===== src/rtl/pwm_capture_pkg.sv =====
// pwm_capture_pkg
//   Shared types and default constants for the PWM duty-cycle capture block.
//   pwm_state_e : capture FSM states (IDLE = unarmed, ACTIVE, INACTIVE)
//   *_DEF       : default parameter values used by pwm_duty_capture
package pwm_capture_pkg;

  typedef enum logic [1:0] {
    IDLE,
    ACTIVE,
    INACTIVE
  } pwm_state_e;

  localparam int unsigned CNT_W_DEF    = 25;
  localparam int unsigned TIMEOUT_DEF  = 2 * 4800;
  localparam int unsigned FILT_LEN_DEF = 3;

endpackage


===== src/rtl/pwm_edge_sync.sv =====
// pwm_edge_sync
//   Brings the asynchronous PWM line into the clk domain and produces
//   single-cycle strobes for the active and inactive edges.
//   Optional glitch filter enabled by defining PWM_GLITCH_FILTER_EN.
// Ports
//   clk        in  clock
//   rst        in  asynchronous active-low reset
//   pwm_in     in  raw PWM line (async)
//   level      out synchronized (and filtered) line level
//   act_edge   out 1-cycle strobe: level just entered the active value
//   inact_edge out 1-cycle strobe: level just left the active value
module pwm_edge_sync #(
  parameter bit          ACTIVE_LOW = 1'b1,
  parameter int unsigned FILT_LEN   = 3
) (
  input  logic clk,
  input  logic rst,
  input  logic pwm_in,
  output logic level,
  output logic act_edge,
  output logic inact_edge
);

  // Level the line rests at when the LED is off.
  localparam logic INACT = ACTIVE_LOW;

  if (FILT_LEN == 0) begin : g_bad_filt_len
    $error("pwm_edge_sync: FILT_LEN must be at least 1");
  end

  logic sync1_q, sync2_q;
  logic s;
  logic s_d_q;

  always_ff @(posedge clk or negedge rst) begin
    if (!rst) begin
      sync1_q <= INACT;
      sync2_q <= INACT;
    end else begin
      sync1_q <= pwm_in;
      sync2_q <= sync1_q;
    end
  end

`ifdef PWM_GLITCH_FILTER_EN
  localparam int unsigned FW = (FILT_LEN > 1) ? $clog2(FILT_LEN) : 1;

  logic          filt_q, filt_d;
  logic [FW-1:0] filt_cnt_q, filt_cnt_d;

  // Counts consecutive samples that disagree with the filtered level; the
  // level follows only once FILT_LEN such samples have been seen in a row.
  always_comb begin
    filt_d     = filt_q;
    filt_cnt_d = '0;
    if (sync2_q != filt_q) begin
      if (filt_cnt_q == FW'(FILT_LEN - 1)) begin
        filt_d = sync2_q;
      end else begin
        filt_cnt_d = filt_cnt_q + FW'(1);
      end
    end
  end

  always_ff @(posedge clk or negedge rst) begin
    if (!rst) begin
      filt_q     <= INACT;
      filt_cnt_q <= '0;
    end else begin
      filt_q     <= filt_d;
      filt_cnt_q <= filt_cnt_d;
    end
  end

  assign s = filt_q;
`else
  assign s = sync2_q;
`endif

  always_ff @(posedge clk or negedge rst) begin
    if (!rst) begin
      s_d_q <= INACT;
    end else begin
      s_d_q <= s;
    end
  end

  assign level      = s;
  assign act_edge   = (s != s_d_q) && (s != INACT);
  assign inact_edge = (s != s_d_q) && (s == INACT);

endmodule


===== src/rtl/pwm_duty_capture.sv =====
// pwm_duty_capture
//   Measures the period and active-phase width of an incoming PWM line and
//   flags a stalled (constant-level) line.
//   Optional glitch filter in pwm_edge_sync: define PWM_GLITCH_FILTER_EN.
// Ports
//   clk        in  clock
//   rst        in  asynchronous active-low reset
//   pwm_in     in  PWM line (async to clk)
//   clear      in  synchronous restart, drops any measurement in progress
//   period     out last full period in clk cycles (active edge to active edge)
//   width      out active-phase length of that period
//   meas_valid out 1-cycle pulse when period/width update
//   stalled    out no active edge within TIMEOUT cycles
//   level      out synchronized/filtered line level
module pwm_duty_capture
  import pwm_capture_pkg::*;
#(
  parameter int unsigned CNT_W      = CNT_W_DEF,
  parameter int unsigned TIMEOUT    = TIMEOUT_DEF,
  parameter bit          ACTIVE_LOW = 1'b1,
  parameter int unsigned FILT_LEN   = FILT_LEN_DEF
) (
  input  logic             clk,
  input  logic             rst,
  input  logic             pwm_in,
  input  logic             clear,
  output logic [CNT_W-1:0] period,
  output logic [CNT_W-1:0] width,
  output logic             meas_valid,
  output logic             stalled,
  output logic             level
);

  if (TIMEOUT == 0 || 64'(TIMEOUT) >= (64'd1 << CNT_W)) begin : g_bad_timeout
    $error("pwm_duty_capture: TIMEOUT must be in 1..2**CNT_W-1");
  end

  localparam logic [CNT_W-1:0] CNT_MAX   = '1;
  localparam logic [CNT_W-1:0] TIMEOUT_C = CNT_W'(TIMEOUT);

  logic act_edge, inact_edge;

  pwm_edge_sync #(
    .ACTIVE_LOW (ACTIVE_LOW),
    .FILT_LEN   (FILT_LEN)
  ) u_edge_sync (
    .clk        (clk),
    .rst        (rst),
    .pwm_in     (pwm_in),
    .level      (level),
    .act_edge   (act_edge),
    .inact_edge (inact_edge)
  );

  pwm_state_e       state_q, state_d;
  logic [CNT_W-1:0] cnt_q, cnt_d;
  logic [CNT_W-1:0] w_hold_q, w_hold_d;
  logic [CNT_W-1:0] period_q, period_d;
  logic [CNT_W-1:0] width_q, width_d;
  logic             mv_q, mv_d;
  logic             stalled_q, stalled_d;

  logic [CNT_W-1:0] cnt_inc;
  logic             timeout;

  assign cnt_inc = (cnt_q == CNT_MAX) ? cnt_q : cnt_q + CNT_W'(1);
  assign timeout = (cnt_q == TIMEOUT_C);

  // State register plus datapath registers.
  always_ff @(posedge clk or negedge rst) begin
    if (!rst) begin
      state_q   <= IDLE;
      cnt_q     <= '0;
      w_hold_q  <= '0;
      period_q  <= '0;
      width_q   <= '0;
      mv_q      <= 1'b0;
      stalled_q <= 1'b0;
    end else begin
      state_q   <= state_d;
      cnt_q     <= cnt_d;
      w_hold_q  <= w_hold_d;
      period_q  <= period_d;
      width_q   <= width_d;
      mv_q      <= mv_d;
      stalled_q <= stalled_d;
    end
  end

  // Next-state logic; clear overrides any edge seen in the same cycle.
  always_comb begin
    state_d = state_q;
    if (clear) begin
      state_d = IDLE;
    end else begin
      unique case (state_q)
        IDLE: begin
          if (act_edge) state_d = ACTIVE;
        end
        ACTIVE: begin
          if (timeout)         state_d = IDLE;
          else if (inact_edge) state_d = INACTIVE;
        end
        INACTIVE: begin
          if (timeout)       state_d = IDLE;
          else if (act_edge) state_d = ACTIVE;
        end
        default: state_d = IDLE;
      endcase
    end
  end

  // Datapath/output next values. The counter also runs while unarmed so a
  // line that never produces an active edge after reset/clear is still
  // reported as stalled once TIMEOUT cycles have elapsed.
  always_comb begin
    cnt_d     = cnt_inc;
    w_hold_d  = w_hold_q;
    period_d  = period_q;
    width_d   = width_q;
    mv_d      = 1'b0;
    stalled_d = stalled_q;
    if (clear) begin
      cnt_d     = '0;
      w_hold_d  = '0;
      period_d  = '0;
      width_d   = '0;
      stalled_d = 1'b0;
    end else begin
      unique case (state_q)
        IDLE: begin
          if (act_edge) begin
            cnt_d     = CNT_W'(1);
            stalled_d = 1'b0;
          end else if (timeout) begin
            stalled_d = 1'b1;
          end
        end
        ACTIVE: begin
          if (timeout) begin
            cnt_d     = '0;
            stalled_d = 1'b1;
          end else if (inact_edge) begin
            w_hold_d = cnt_q;
          end
        end
        INACTIVE: begin
          if (timeout) begin
            cnt_d     = '0;
            stalled_d = 1'b1;
          end else if (act_edge) begin
            period_d = cnt_q;
            width_d  = w_hold_q;
            mv_d     = 1'b1;
            cnt_d    = CNT_W'(1);
          end
        end
        default: begin
          cnt_d = '0;
        end
      endcase
    end
  end

  assign period     = period_q;
  assign width      = width_q;
  assign meas_valid = mv_q;
  assign stalled    = stalled_q;

endmodule

===== config.mk =====
export PLATFORM = sky130hd
export DESIGN_NAME = pwm_duty_capture
export DESIGN_NICKNAME = d
export VERILOG_FILES = /design/src/rtl/pwm_capture_pkg.sv /design/src/rtl/pwm_edge_sync.sv /design/src/rtl/pwm_duty_capture.sv
export SDC_FILE = /design/constraint.sdc
export NUM_CORES = 1
export LEC_CHECK = 0
export ABC_CLOCK_PERIOD_IN_PS = 3200
export CAP_MARGIN = 20
export CORE_ASPECT_RATIO = 1.5
export CORE_MARGIN = 2
export CORE_UTILIZATION = 55
export DETAILED_ROUTE_END_ITERATION = 8
export GPL_TIMING_DRIVEN = 0
export MAX_ROUTING_LAYER = met4
export PLACE_DENSITY_LB_ADDON = 0.15
export SYNTH_ARGS = -nofsm -noshare
export SYNTH_HDL_FRONTEND = slang
export SYNTH_SLANG_ARGS = --single-unit

===== constraint.sdc =====
create_clock -name clk -period 3.2 [get_ports clk]
set_clock_uncertainty 0.15 [all_clocks]
set_input_delay 0.8 -clock clk [delete_from_list [all_inputs] [get_ports clk]]
set_output_delay 0.8 -clock clk [all_outputs]
set_load 0.02 [all_outputs]

==> qor.txt, run 1 <==
========================================================================================
Dominant combinational cell family by area after synthesis ................ compound AO/OA/AOI/OAI gates
Compound-cell area share of the yosys netlist .............................        23.3%
Area of the core ..........................................................     8010 um2
Power dissipated by switching net loads ...................................       598 uW
Gate power share ..........................................................         6.0%
Mapped Nets ...............................................................          383
Number of pins exceeding their max-slew limit in the final report .........            0
Slack of the critical path ................................................     0.283 ns
Power per cell area .......................................................   463 nW/um2
First-pass GRT wire length ................................................     17600 um
Global router's overall resource usage ....................................        26.2%
Share of power burned in registers ........................................        53.9%
Detailed-route vias per instance ..........................................         6.24
Adder-cell share of the synthesized area ..................................        1.65%
Critical path startpoint ..................................................     cnt_q[0]
Crit path launch type .....................................................         flop
Distinct cell type count after synthesis ..................................           45
Initial standard-cell utilization of the core .............................        56.7%
Hold Vio Cnt, Final .......................................................            0
Iteration count of the initial detailed-routing pass ......................            4
Number of H-tree branching levels .........................................            3
Part of the Yosys area used for sequential elements .......................        59.0%
Fmax ......................................................................    0.343 GHz
# nets final ..............................................................          450
Post-CTS setup-driven buffer insertion count ..............................            0
Tightest Pin Transition ...................................................     0.831 ns
Clock tree from TritonCTS .................................................        built
Clk pin slew, worst setup/hold paths ......................................      0.06 ns
Slew Limit Headroom .......................................................        44.5%
Placed Area ...............................................................     5250 um2
VDD IR max ................................................................       290 uV
Fin crit period ...........................................................      2.92 ns
CTS Buf Count .............................................................            9
Hold-fix buffer count after cts ...........................................            0
Kind of critical path .....................................................      reg2reg
Crit path DAT .............................................................      3.05 ns
Simple-gate portion of the synthesized area ...............................        10.4%
Cell Area, Synth ..........................................................     4540 um2
Port Buf Inserts ..........................................................           55
Area occupied by registers ................................................     2680 um2
Cell chain of the critical path ........................................... inv_1 > ha_1 > or4b_1 > nor3_2 > a21boi_1 > a21oi_1 > buf_2 > a22o_1
RSZ-0062 raised after global routing ......................................        false
Fillcell total ............................................................          600
Post-Synthesis Cells ......................................................          373
Fin area ..................................................................     5520 um2
Core Rows .................................................................           40
Mean instance size in the synthesized netlist .............................     12.2 um2
Die X .....................................................................      78.2 um
Hold crit path type .......................................................      reg2reg
Critical hold path startpoint ............................................. u_edge_sync.sync1_q
Sink Count ................................................................          107
Total half-perimeter wirelength after legalization and detailed placement .      7160 um
Fraction of layout instances using a drive strength above 1 ...............        11.0%
Largest net degree at the start of global routing .........................           60
Clock Tree Root ........................................................... sky130_fd_sc_hd__clkbuf_16
Worst path bufs/invs ......................................................            2
Switching power as a share of total power .................................        23.4%
Worst endpoint required time ..............................................      3.33 ns
Clock Tree Buf Depth ......................................................            2
Internal power consumption ................................................      1.96 mW
Starting DRT DRC Count ....................................................          261
Max cap viols .............................................................            0
Number of top-level pins ..................................................           57
Share of total power in the clock network .................................        40.1%
Crit end category .........................................................         flop
Placer's final routability congestion estimate ............................        0.858
Outcome ................................................................... finished, final reports clean
Gate family responsible for the most delay along the worst path ........... simple AND/OR/NAND/NOR gates
Static leakage ............................................................      2.38 nW
Most frequently used flop master after synthesis .......................... sky130_fd_sc_hd__dfrtp_1
Final global-route overflow total .........................................            0
Proportion of synthesized area in mux cells ...............................       0.220%
Synth async-reset ratio ...................................................         100%
Vert. Die Dim .............................................................       115 um
Final number of setup-violating endpoints .................................            0
Xor/xnor share of the synthesized area ....................................        1.54%
Antenna violation net count after detailed routing ........................            0
Largest fanout on the critical path .......................................           10
Diode insertion count for antenna repair ..................................            0
Clock latency at the later pin of the worst-skew pair .....................      0.35 ns
Number of warnings reported in the yosys synthesis log ....................            0
Startpoint of the worst-slack reg-to-reg timing path ......................     cnt_q[0]
Pre-CTS setup slack .......................................................     0.326 ns
CP peak stage delay .......................................................      0.45 ns
Critical-path cell with the highest stage delay ........................... sky130_fd_sc_hd__or4b_1
Area of the die ...........................................................     9020 um2
Via Count .................................................................         3432
Antenna violations before repair ..........................................            0
Routed wire length per instance ...........................................      19.2 um
Remaining design rule violation count .....................................            0
Number of global-route vias before repair .................................         3445
Final wirelength ..........................................................     10500 um
Area Overhead vs Synth ....................................................        21.6%
#FFs+latches synth ........................................................          107
Resize count post-CTS .....................................................            0
Multi-input combinational cell area .......................................     1680 um2
Period utilisation layout .................................................        91.1%
Number of enable flip-flop cells after synthesis ..........................            0
========================================================================================
==> cells in the final DEF (no fill, tap or decap), drive strengths merged, types with 5 or more instances in the layout <==
cell | synthesis | routed
clkdlybuf4s50 | 0 | 54
nand3 | 7 | 7
or3 | 10 | 10
nand2 | 8 | 8
inv | 11 | 11
buf | 17 | 19
a21oi | 20 | 20
o21ai | 16 | 16
nand4 | 5 | 5
or4 | 7 | 7
a22o | 75 | 75
dfrtp | 104 | 104
o31ai | 6 | 6
nor2 | 17 | 17
ha | 6 | 6
clkbuf | 10 | 23
==> flip-flops by register name, summed over array words and instances (netlist names), 2 cells and up <==
| register | count |
|---|---|
| cnt_q | 25 |
| period | 25 |
| state_q | 2 |
| w_hold_q | 25 |
| width | 25 |
==> Yosys cell counts, types with 4 or more instances <==
cell type                  number  share of area [%]
sky130_fd_sc_hd__clkbuf_1      10               0.83
sky130_fd_sc_hd__ha_1           6                1.7
sky130_fd_sc_hd__nor2_1        17                1.4
sky130_fd_sc_hd__a21oi_1       15                1.7
sky130_fd_sc_hd__xnor2_1        4               0.77
sky130_fd_sc_hd__inv_1         11               0.91
sky130_fd_sc_hd__buf_2         15                1.7
sky130_fd_sc_hd__nand3_1        7               0.77
sky130_fd_sc_hd__xor2_1         4               0.77
sky130_fd_sc_hd__dfrtp_1      104                 57
sky130_fd_sc_hd__a22o_1        75                 14
sky130_fd_sc_hd__a211oi_1       4               0.66
sky130_fd_sc_hd__or3_1         10                1.4
sky130_fd_sc_hd__nand2_1        8               0.66
sky130_fd_sc_hd__nor4_1         4               0.55
sky130_fd_sc_hd__o31ai_1        5               0.83
sky130_fd_sc_hd__or4_1          7                1.2
sky130_fd_sc_hd__a21oi_2        5               0.96
sky130_fd_sc_hd__o21ai_1        7               0.77
sky130_fd_sc_hd__o21ai_0        9               0.99
==> power by group through the flow <==
stage	logic [mW]	clock network [mW]	registers, mW
4_1_cts	0.154	1.04	1.38
6_report	0.153	1.03	1.38
5_1_grt	0.172	1.10	1.38
2_1_floorplan	0.0875	0	1.40
3_5_place_dp	0.154	0	1.40
3_3_place_gp	0.143	0	1.40
==> through the flow <==
| step | std cells | power [mW] | util, % | TNS, ns | hold slack, ns |
|---|---|---|---|---|---|
| 6_report | 550 | 2.55 | 69.0 | 0 | 0.207 |
| 5_1_grt | 550 | 2.65 | 69.0 | 0 | 0.211 |
| 4_1_cts | 550 | 2.57 | 69.0 | 0 | 0.210 |
| 3_5_place_dp | 534 | 1.56 | 65.5 | 0 | 0.198 |
| 3_3_place_gp | 533 | 1.55 | 65.2 | -283.35 | 0.197 |
| 2_1_floorplan | 373 | 1.49 | - | 0 | 0.195 |
==> cell families (layout without fill, tap and decap cells) <==
family | count (synthesis) | after routing
compound gates | 133 | 133
flops | 107 | 107
simple gates | 80 | 80
buf+inv | 38 | 110
xor+xnor | 8 | 8
fa+ha+maj | 6 | 6
mux | 1 | 1
==> layer usage <==
layer  up-vias  global-route usage (%)  wire, um
li1       1548                       -         -
met1      1750                    33.7      4510
met2       111                    41.8      5330
met3        23                    2.90       397
met4         0                    12.9       306
met5         -                       -         0
==> cell type report <==
class | count | area share, %
repair buffers | 56 | 10.4
clock buffers | 13 | 4.53
multi-input cells | 228 | 30.5
flip-flops and latches | 107 | 48.6
plain buffers | 27 | 2.45
well taps | 105 | 2.38
clock inverters | 3 | 0.430
inverters | 11 | 0.748
==> final timing paths <==
kind,slack [ns],cells past startpoint,to
min,0.21,0,u_edge_sync.level
max in group asynchronous,1.88,2,cnt_q[14]
max reg2reg,0.28,8,period[19]
min reg2reg,0.21,0,u_edge_sync.level
min in group asynchronous,0.32,1,width[1]
max,0.28,8,period[19]
No activity file was read; power rests on OpenSTA's default activity.
==> run 2, diff against run 1 <==
- CORE_UTILIZATION: 55 -> 63
- DONT_BUFFER_PORTS: default -> 1
==> qor.txt, run 2 (synthesis results as in run 1) <==
========================================================================================
Outcome ................................................................... finished with violations
Violations in the final reports ...........................................  hold timing
Static leakage ............................................................      2.14 nW   -10%
Iteration count of the initial detailed-routing pass ......................            4   unchanged
Kind of critical path .....................................................      reg2reg
Clock Tree Buf Depth ......................................................            2   unchanged
Crit path launch type .....................................................         flop
VDD IR max ................................................................       261 uV   -10%
Largest fanout on the critical path .......................................           10   unchanged
Via Count .................................................................         3203   -6.7%
Clk pin slew, worst setup/hold paths ......................................      0.09 ns   +0.03 ns
Total half-perimeter wirelength after legalization and detailed placement .      6890 um   -3.7%
Diode insertion count for antenna repair ..................................            0   unchanged
Final number of setup-violating endpoints .................................            0   unchanged
Number of top-level pins ..................................................           57   unchanged
Detailed-route vias per instance ..........................................         6.86   +9.9%
Core Rows .................................................................           37   -7.5%
Number of pins exceeding their max-slew limit in the final report .........            0   unchanged
Number of global-route vias before repair .................................         3305   -4.1%
Hold crit path type .......................................................     in2async
Antenna violations before repair ..........................................            0   unchanged
Area of the core ..........................................................     6940 um2   -13%
Sink Count ................................................................          107   unchanged
Fraction of layout instances using a drive strength above 1 ...............        12.1%   +1.1 points
Crit path DAT .............................................................      3.12 ns   +0.07 ns
Gate power share ..........................................................         5.3%   -0.7 points
Fin crit period ...........................................................      2.96 ns   +0.0407 ns
Fin util ..................................................................        69.3%   +0.31 points
CTS Buf Count .............................................................            9   unchanged
RSZ-0062 raised after global routing ......................................        false
Remaining design rule violation count .....................................            0   unchanged
Number of H-tree branching levels .........................................            3   unchanged
Vert. Die Dim .............................................................       108 um   -6.3%
Switching power as a share of total power .................................        23.9%   +0.49 points
Placer's final routability congestion estimate ............................        0.886   +3.3%
Worst-case reg-to-reg path depth ..........................................            8   unchanged
Fin area ..................................................................     4810 um2   -13%
Most frequent cells in the layout ......................................... sky130_fd_sc_hd__dfrtp_1 (104), sky130_fd_sc_hd__a22o_1 (75), sky130_fd_sc_hd__nor2_1 (17), sky130_fd_sc_hd__buf_2 (15), sky130_fd_sc_hd__a21oi_1 (15)
Crit end category .........................................................         flop
Area Overhead vs Synth ....................................................        5.92%
Hold Vio Cnt, Final .......................................................          104   +104
Max cap viols .............................................................            0   unchanged
Setup TNS .................................................................         0 ns   unchanged
Antenna violation net count after detailed routing ........................            0   unchanged
# nets final ..............................................................          394   -12%
Internal power consumption ................................................      1.71 mW   -13%
Starting DRT DRC Count ....................................................          216   -17%
Final global-route overflow total .........................................            0   unchanged
Fmax ......................................................................    0.338 GHz   -1.4%
Largest net degree at the start of global routing .........................          108   +80%
Most common cell after layout, fill and taps aside ........................ sky130_fd_sc_hd__dfrtp_1
Die X .....................................................................      73.3 um   -6.2%
Clock tree from TritonCTS .................................................        built
Routed wire length per instance ...........................................      21.1 um   +10%
Number of cells in the finished layout apart from fillers .................          467   -15%
Global router's overall resource usage ....................................        28.3%   +2.0 points
Power per cell area .......................................................   466 nW/um2   +0.73%
Worst endpoint required time ..............................................      3.37 ns   +0.04 ns
Power dissipated by switching net loads ...................................       535 uW   -10%
Initial standard-cell utilization of the core .............................        65.4%   +8.7 points
Resize count post-CTS .....................................................            0   unchanged
Clock Tree Root ........................................................... sky130_fd_sc_hd__clkbuf_8
Post-CTS setup-driven buffer insertion count ..............................            0   unchanged
Share of power burned in registers ........................................        61.4%   +7.5 points
R2r setup slk .............................................................      0.24 ns   -0.04 ns
Instance count after placement with tap cells included ....................          451   -16%
Area of the die ...........................................................     7920 um2   -12%
Final wirelength ..........................................................      9860 um   -6.5%
Port Buf Inserts ..........................................................            0   -100%
First-pass GRT wire length ................................................     16600 um   -6.1%
Clock latency at the later pin of the worst-skew pair .....................      0.38 ns   +0.03 ns
Worst Hold Margin .........................................................   -0.0474 ns   -0.255 ns
Slew Limit Headroom .......................................................        39.6%   -4.9 points
Tightest Pin Transition ...................................................     0.898 ns   +0.0673 ns
Period utilisation layout .................................................        92.4%   +1.3 points
Share of total power in the clock network .................................        33.3%   -6.8 points
Placed Area ...............................................................     4640 um2   -12%
========================================================================================
[run 2: cell count changes in the layout (fill, tap and decap cells not counted), sizes merged]
cell           previous run  this run
buf                      19        17
inv                      11        12
clkdlybuf4s50            54         0
clkinv                    1         2
clkinvlp                  2         0
[run 2: final timing paths]
path,end,startpoint
setup / recovery,period[9],cnt_q[18]
hold / removal,width[0],rst
setup reg to reg,period[9],cnt_q[18]
hold reg to reg,u_edge_sync.level,u_edge_sync.sync1_q
max in group asynchronous,u_edge_sync.level,rst
min in group clk,u_edge_sync.level,u_edge_sync.sync1_q
[run 2: critical path, stage by stage (launching register included)]
cell and delay (ns):
sky130_fd_sc_hd__dfrtp_1 0.34, sky130_fd_sc_hd__clkbuf_1 0.36, sky130_fd_sc_hd__nor4_1 0.10, sky130_fd_sc_hd__and4_1 0.21, sky130_fd_sc_hd__clkbuf_1 0.19, sky130_fd_sc_hd__a21boi_1 0.30, sky130_fd_sc_hd__nor3b_2 0.56, sky130_fd_sc_hd__clkbuf_1 0.43
sky130_fd_sc_hd__a22o_1 0.24
[run 2: area by class of cell]
type	instances	area, um2
multi-input cells	228	1680
flip-flops and latches	107	2680
clock inverters	3	22.5
clock buffers	13	149
inverters	11	41.3
well taps	78	97.6
fillers	514	2130
plain buffers	27	135
[run 2: power groups by stage]
stage	combinational, mW	clock, mW	sequential [mW]
finish	0.119	0.747	1.38
global route	0.134	0.830	1.38
CTS	0.118	0.756	1.38
detailed placement	0.118	0	1.40
global placement	0.113	0	1.40
floorplan	0.0875	0	1.40
[run 2: per-layer routing]
| metal | GRT usage, % | up-vias | routed length (um) |
|---|---|---|---|
| met3 | 6.43 | 25 | 537 |
| li1 | - | 1444 | - |
| met2 | 41.8 | 106 | 4930 |
| met4 | 16.4 | 0 | 280 |
| met1 | 35.6 | 1628 | 4120 |
| met5 | - | - | 0 |
[run 2: per-stage QoR]
| step | setup slack (ns) | hold WS, ns | total power [mW] |
|---|---|---|---|
| 6_report | 0.243 | -0.0474 | 2.24 |
| 5_1_grt | 0.00357 | -0.0692 | 2.34 |
| 4_1_cts | 0.224 | -0.0529 | 2.25 |
| 3_5_place_dp | 0.258 | 0.201 | 1.52 |
| 3_3_place_gp | 0.351 | 0.196 | 1.52 |
| 2_1_floorplan | 0.786 | 0.195 | 1.49 |
==> run 3, diff against run 2 <==
- ABC_AREA: default -> 1
==> qor.txt, run 3 <==
========================================================================================
Worst-case reg-to-reg path depth ..........................................           12   +4
Area of the core ..........................................................     7610 um2   +9.6%
Post-CTS setup-driven buffer insertion count ..............................            0   unchanged
Fmax ......................................................................    0.382 GHz   +13%
Power dissipated by switching net loads ...................................       584 uW   +9.1%
Post-Synthesis Cells ......................................................          595   +60%
Mean instance size in the synthesized netlist .............................     8.27 um2   -32%
# nets final ..............................................................          616   +56%
Number of H-tree branching levels .........................................            3   unchanged
Number of enable flip-flop cells after synthesis ..........................            0   unchanged
Power per cell area .......................................................   487 nW/um2   +4.6%
Slack of the critical path ................................................     0.579 ns   +0.337 ns
Internal power consumption ................................................      2.01 mW   +18%
Via Count .................................................................         3948   +23%
Period utilisation layout .................................................        81.9%   -11 points
Worst Hold Margin .........................................................  -0.00796 ns   +0.0395 ns
Slew Limit Headroom .......................................................        69.4%   +30 points
Clock Tree Buf Depth ......................................................            2   unchanged
Placer's final routability congestion estimate ............................        0.853   -3.8%
Dominant combinational cell family by area after synthesis ................ simple AND/OR/NAND/NOR gates
Total half-perimeter wirelength after legalization and detailed placement .      8270 um   +20%
Detailed-route vias per instance ..........................................         5.54   -19%
Area Overhead vs Synth ....................................................        8.45%
Cell types with the largest area share after synthesis .................... sky130_fd_sc_hd__dfrtp_1 (53%), sky130_fd_sc_hd__nand2_1 (18%), sky130_fd_sc_hd__nand3_1 (7.2%)
Startpoint of the worst-slack reg-to-reg timing path ......................     cnt_q[0]
Top-count cell post-synth ................................................. sky130_fd_sc_hd__nand2_1
Most frequently used flop master after synthesis .......................... sky130_fd_sc_hd__dfrtp_1
Final global-route overflow total .........................................            0   unchanged
Critical-path cell with the highest stage delay ........................... sky130_fd_sc_hd__dfrtp_1
Switching power as a share of total power .................................        22.5%   -1.4 points
Antenna violations before repair ..........................................            0   unchanged
Largest net degree at the start of global routing .........................          108   unchanged
VDD IR max ................................................................       366 uV   +41%
Fillcell total ............................................................          635   +24%
Top cells by count, synth ................................................. sky130_fd_sc_hd__nand2_1 (233), sky130_fd_sc_hd__dfrtp_1 (104), sky130_fd_sc_hd__nand3_1 (71)
Sink Count ................................................................          107   unchanged
Cell chain of the critical path ........................................... inv_1 > ha_1 > inv_1 > nor2_1 > nand2_1 > nor2_1 > nand3_2 > nand3_2 > nor2_2 > buf_2 > nand2_1 > nand2_1
Vert. Die Dim .............................................................       112 um   +3.9%
Setup TNS .................................................................         0 ns   unchanged
RSZ-0062 raised after global routing ......................................        false
Cell Area, Synth ..........................................................     4920 um2   +8.3%
Fin util ..................................................................        70.1%   +0.79 points
Gate power share ..........................................................         5.3%   about the same
#FFs+latches synth ........................................................          107   unchanged
Largest fanout on the critical path .......................................           10   unchanged
Final number of setup-violating endpoints .................................            0   unchanged
Fraction of layout instances using a drive strength above 1 ...............        9.17%   -2.9 points
Synth async-reset ratio ...................................................         100%   unchanged
Global router's overall resource usage ....................................        30.0%   +1.7 points
Hold crit path type .......................................................     in2async
Crit path top cell by count ............................................... sky130_fd_sc_hd__nand2_1
Tightest Pin Transition ...................................................     0.459 ns   -0.439 ns
Outcome ................................................................... finished with violations
Part of the Yosys area used for sequential elements .......................        54.5%   -4.5 points
Number of warnings reported in the yosys synthesis log ....................            0   unchanged
Crit path launch type .....................................................         flop
Critical path startpoint ..................................................     cnt_q[0]
Worst endpoint required time ..............................................      3.34 ns   -0.03 ns
Resize count post-CTS .....................................................            0   unchanged
Clock tree from TritonCTS .................................................        built
Terminus of the critical flop-to-flop path ................................   period[13]
CP peak stage delay .......................................................      0.50 ns   -0.06 ns
Iteration count of the initial detailed-routing pass ......................            5   +1
Most common cell after layout, fill and taps aside ........................ sky130_fd_sc_hd__nand2_1
Number of top-level pins ..................................................           57   unchanged
Share of power burned in registers ........................................        53.2%   -8.2 points
Kind of critical path .....................................................      reg2reg
Compound-cell area share of the yosys netlist .............................        3.00%   -20 points
Port Buf Inserts ..........................................................            0   unchanged
Pre-CTS setup slack .......................................................     0.649 ns   +0.391 ns
Final wirelength ..........................................................     11800 um   +20%
Simple-gate portion of the synthesized area ...............................        33.2%   +23 points
Most frequent cells in the layout ......................................... sky130_fd_sc_hd__nand2_1 (233), sky130_fd_sc_hd__dfrtp_1 (104), sky130_fd_sc_hd__nand3_1 (71), sky130_fd_sc_hd__nor2_1 (53), sky130_fd_sc_hd__inv_1 (27)
Mapped Nets ...............................................................          605   +58%
Distinct cell type count after synthesis ..................................           30   -33%
Xor/xnor share of the synthesized area ....................................        2.31%   +0.77 points
Proportion of synthesized area in mux cells ...............................           0%   -0.22 points
Crit path DAT .............................................................      2.76 ns   -0.36 ns
Cell type with the largest total area after synthesis ..................... sky130_fd_sc_hd__dfrtp_1
Hold Vio Cnt, Final .......................................................           15   -86%
Design Power ..............................................................      2.60 mW   +16%
Adder-cell share of the synthesized area ..................................        1.53%   -0.13 points
Last element of the critical path .........................................   period[13]
Starting DRT DRC Count ....................................................          243   +13%
Violations in the final reports ...........................................  hold timing
R2r setup slk .............................................................      0.58 ns   +0.34 ns
Antenna violation net count after detailed routing ........................            0   unchanged
Share of total power in the clock network .................................        41.4%   +8.1 points
Die X .....................................................................      76.1 um   +3.8%
Clock Tree Root ........................................................... sky130_fd_sc_hd__clkbuf_16
Diode insertion count for antenna repair ..................................            0   unchanged
Static leakage ............................................................      2.74 nW   +28%
Fin crit period ...........................................................      2.62 ns   -0.337 ns
Area share of the largest cell type after synthesis .......................        52.9%   -4.4 points
Number of pins exceeding their max-slew limit in the final report .........            0   unchanged
Routed wire length per instance ...........................................      16.6 um   -21%
Max cap viols .............................................................            0   unchanged
Number of global-route vias before repair .................................         3782   +14%
Remaining design rule violation count .....................................            0   unchanged
Core Rows .................................................................           39   +5.4%
Number of cells in the finished layout apart from fillers .................          713   +53%
Initial standard-cell utilization of the core .............................        64.6%   -0.79 points
Fin area ..................................................................     5330 um2   +11%
Instance count after placement with tap cells included ....................          697   +55%
CTS Buf Count .............................................................            9   unchanged
First-pass GRT wire length ................................................     19200 um   +16%
Clock latency at the later pin of the worst-skew pair .....................      0.34 ns   -0.04 ns
Placed Area ...............................................................     5050 um2   +8.8%
Area of the die ...........................................................     8540 um2   +7.9%
Clk pin slew, worst setup/hold paths ......................................      0.07 ns   -0.02 ns
Crit end category .........................................................         flop
========================================================================================
## run 3: changes by cell type in the layout (fill, tap and decap cells not counted), sizes merged, moves of 10 or more
cell,delta
nand2,+228
a22o,-75
nand3,+68
nor2,+41
inv,+17
o21ai,-11
or3,-10
## run 3: layout make-up
class	count	area (um2)	share of cell area, %
clock inverters	4	51.3	0.962
well taps	102	128	2.39
clock buffers	12	236	4.43
plain buffers	27	151	2.84
multi-input cells	430	1970	36.9
flip-flops and latches	107	2680	50.3
inverters	31	116	2.18
## run 3: kinds of logic after synthesis
kind of cell | Yosys count
adder cells (fa/ha/maj) | 6
flip-flops | 107
AO/OA/AOI/OAI | 29
buffers and inverters | 58
AND/OR/NAND/NOR | 382
XOR/XNOR | 13
## run 3: worst max-delay path: cells and delay by family (launching register included)
family	cells	cell delay [ns]
adder cells (fa/ha/maj)	1	0.21
buffers and inverters	3	0.52
flip-flops	1	0.50
AND/OR/NAND/NOR	8	1.17
## run 3: power groups by stage
| stage | logic (mW) | registers, mW | clock network, mW |
|---|---|---|---|
| floorplan | 0.106 | 1.40 | 0 |
| global placement | 0.134 | 1.41 | 0 |
| detailed placement | 0.137 | 1.41 | 0 |
| CTS | 0.139 | 1.38 | 1.09 |
| global route | 0.156 | 1.38 | 1.15 |
| finish | 0.139 | 1.38 | 1.08 |
## run 3: worst min path at each step
stage	cells after the start	end	slack [ns]
after floorplan	0	u_edge_sync.level	0.20
final	0	width[4]	-0.008
after global placement	0	u_edge_sync.level	0.20
after detailed placement	0	u_edge_sync.level	0.21
after CTS	0	width[2]	-0.01
after global routing	0	width[4]	-0.02
## run 3: routing by layer
metal / track usage [%] / up-vias / share of wire, %
li1: - / 1896 / -
met4: 11.6 / 0 / 2.5
met5: - / - / 0
met1: 36.3 / 1897 / 40
met2: 51.0 / 132 / 53
met3: 4.74 / 23 / 4.6
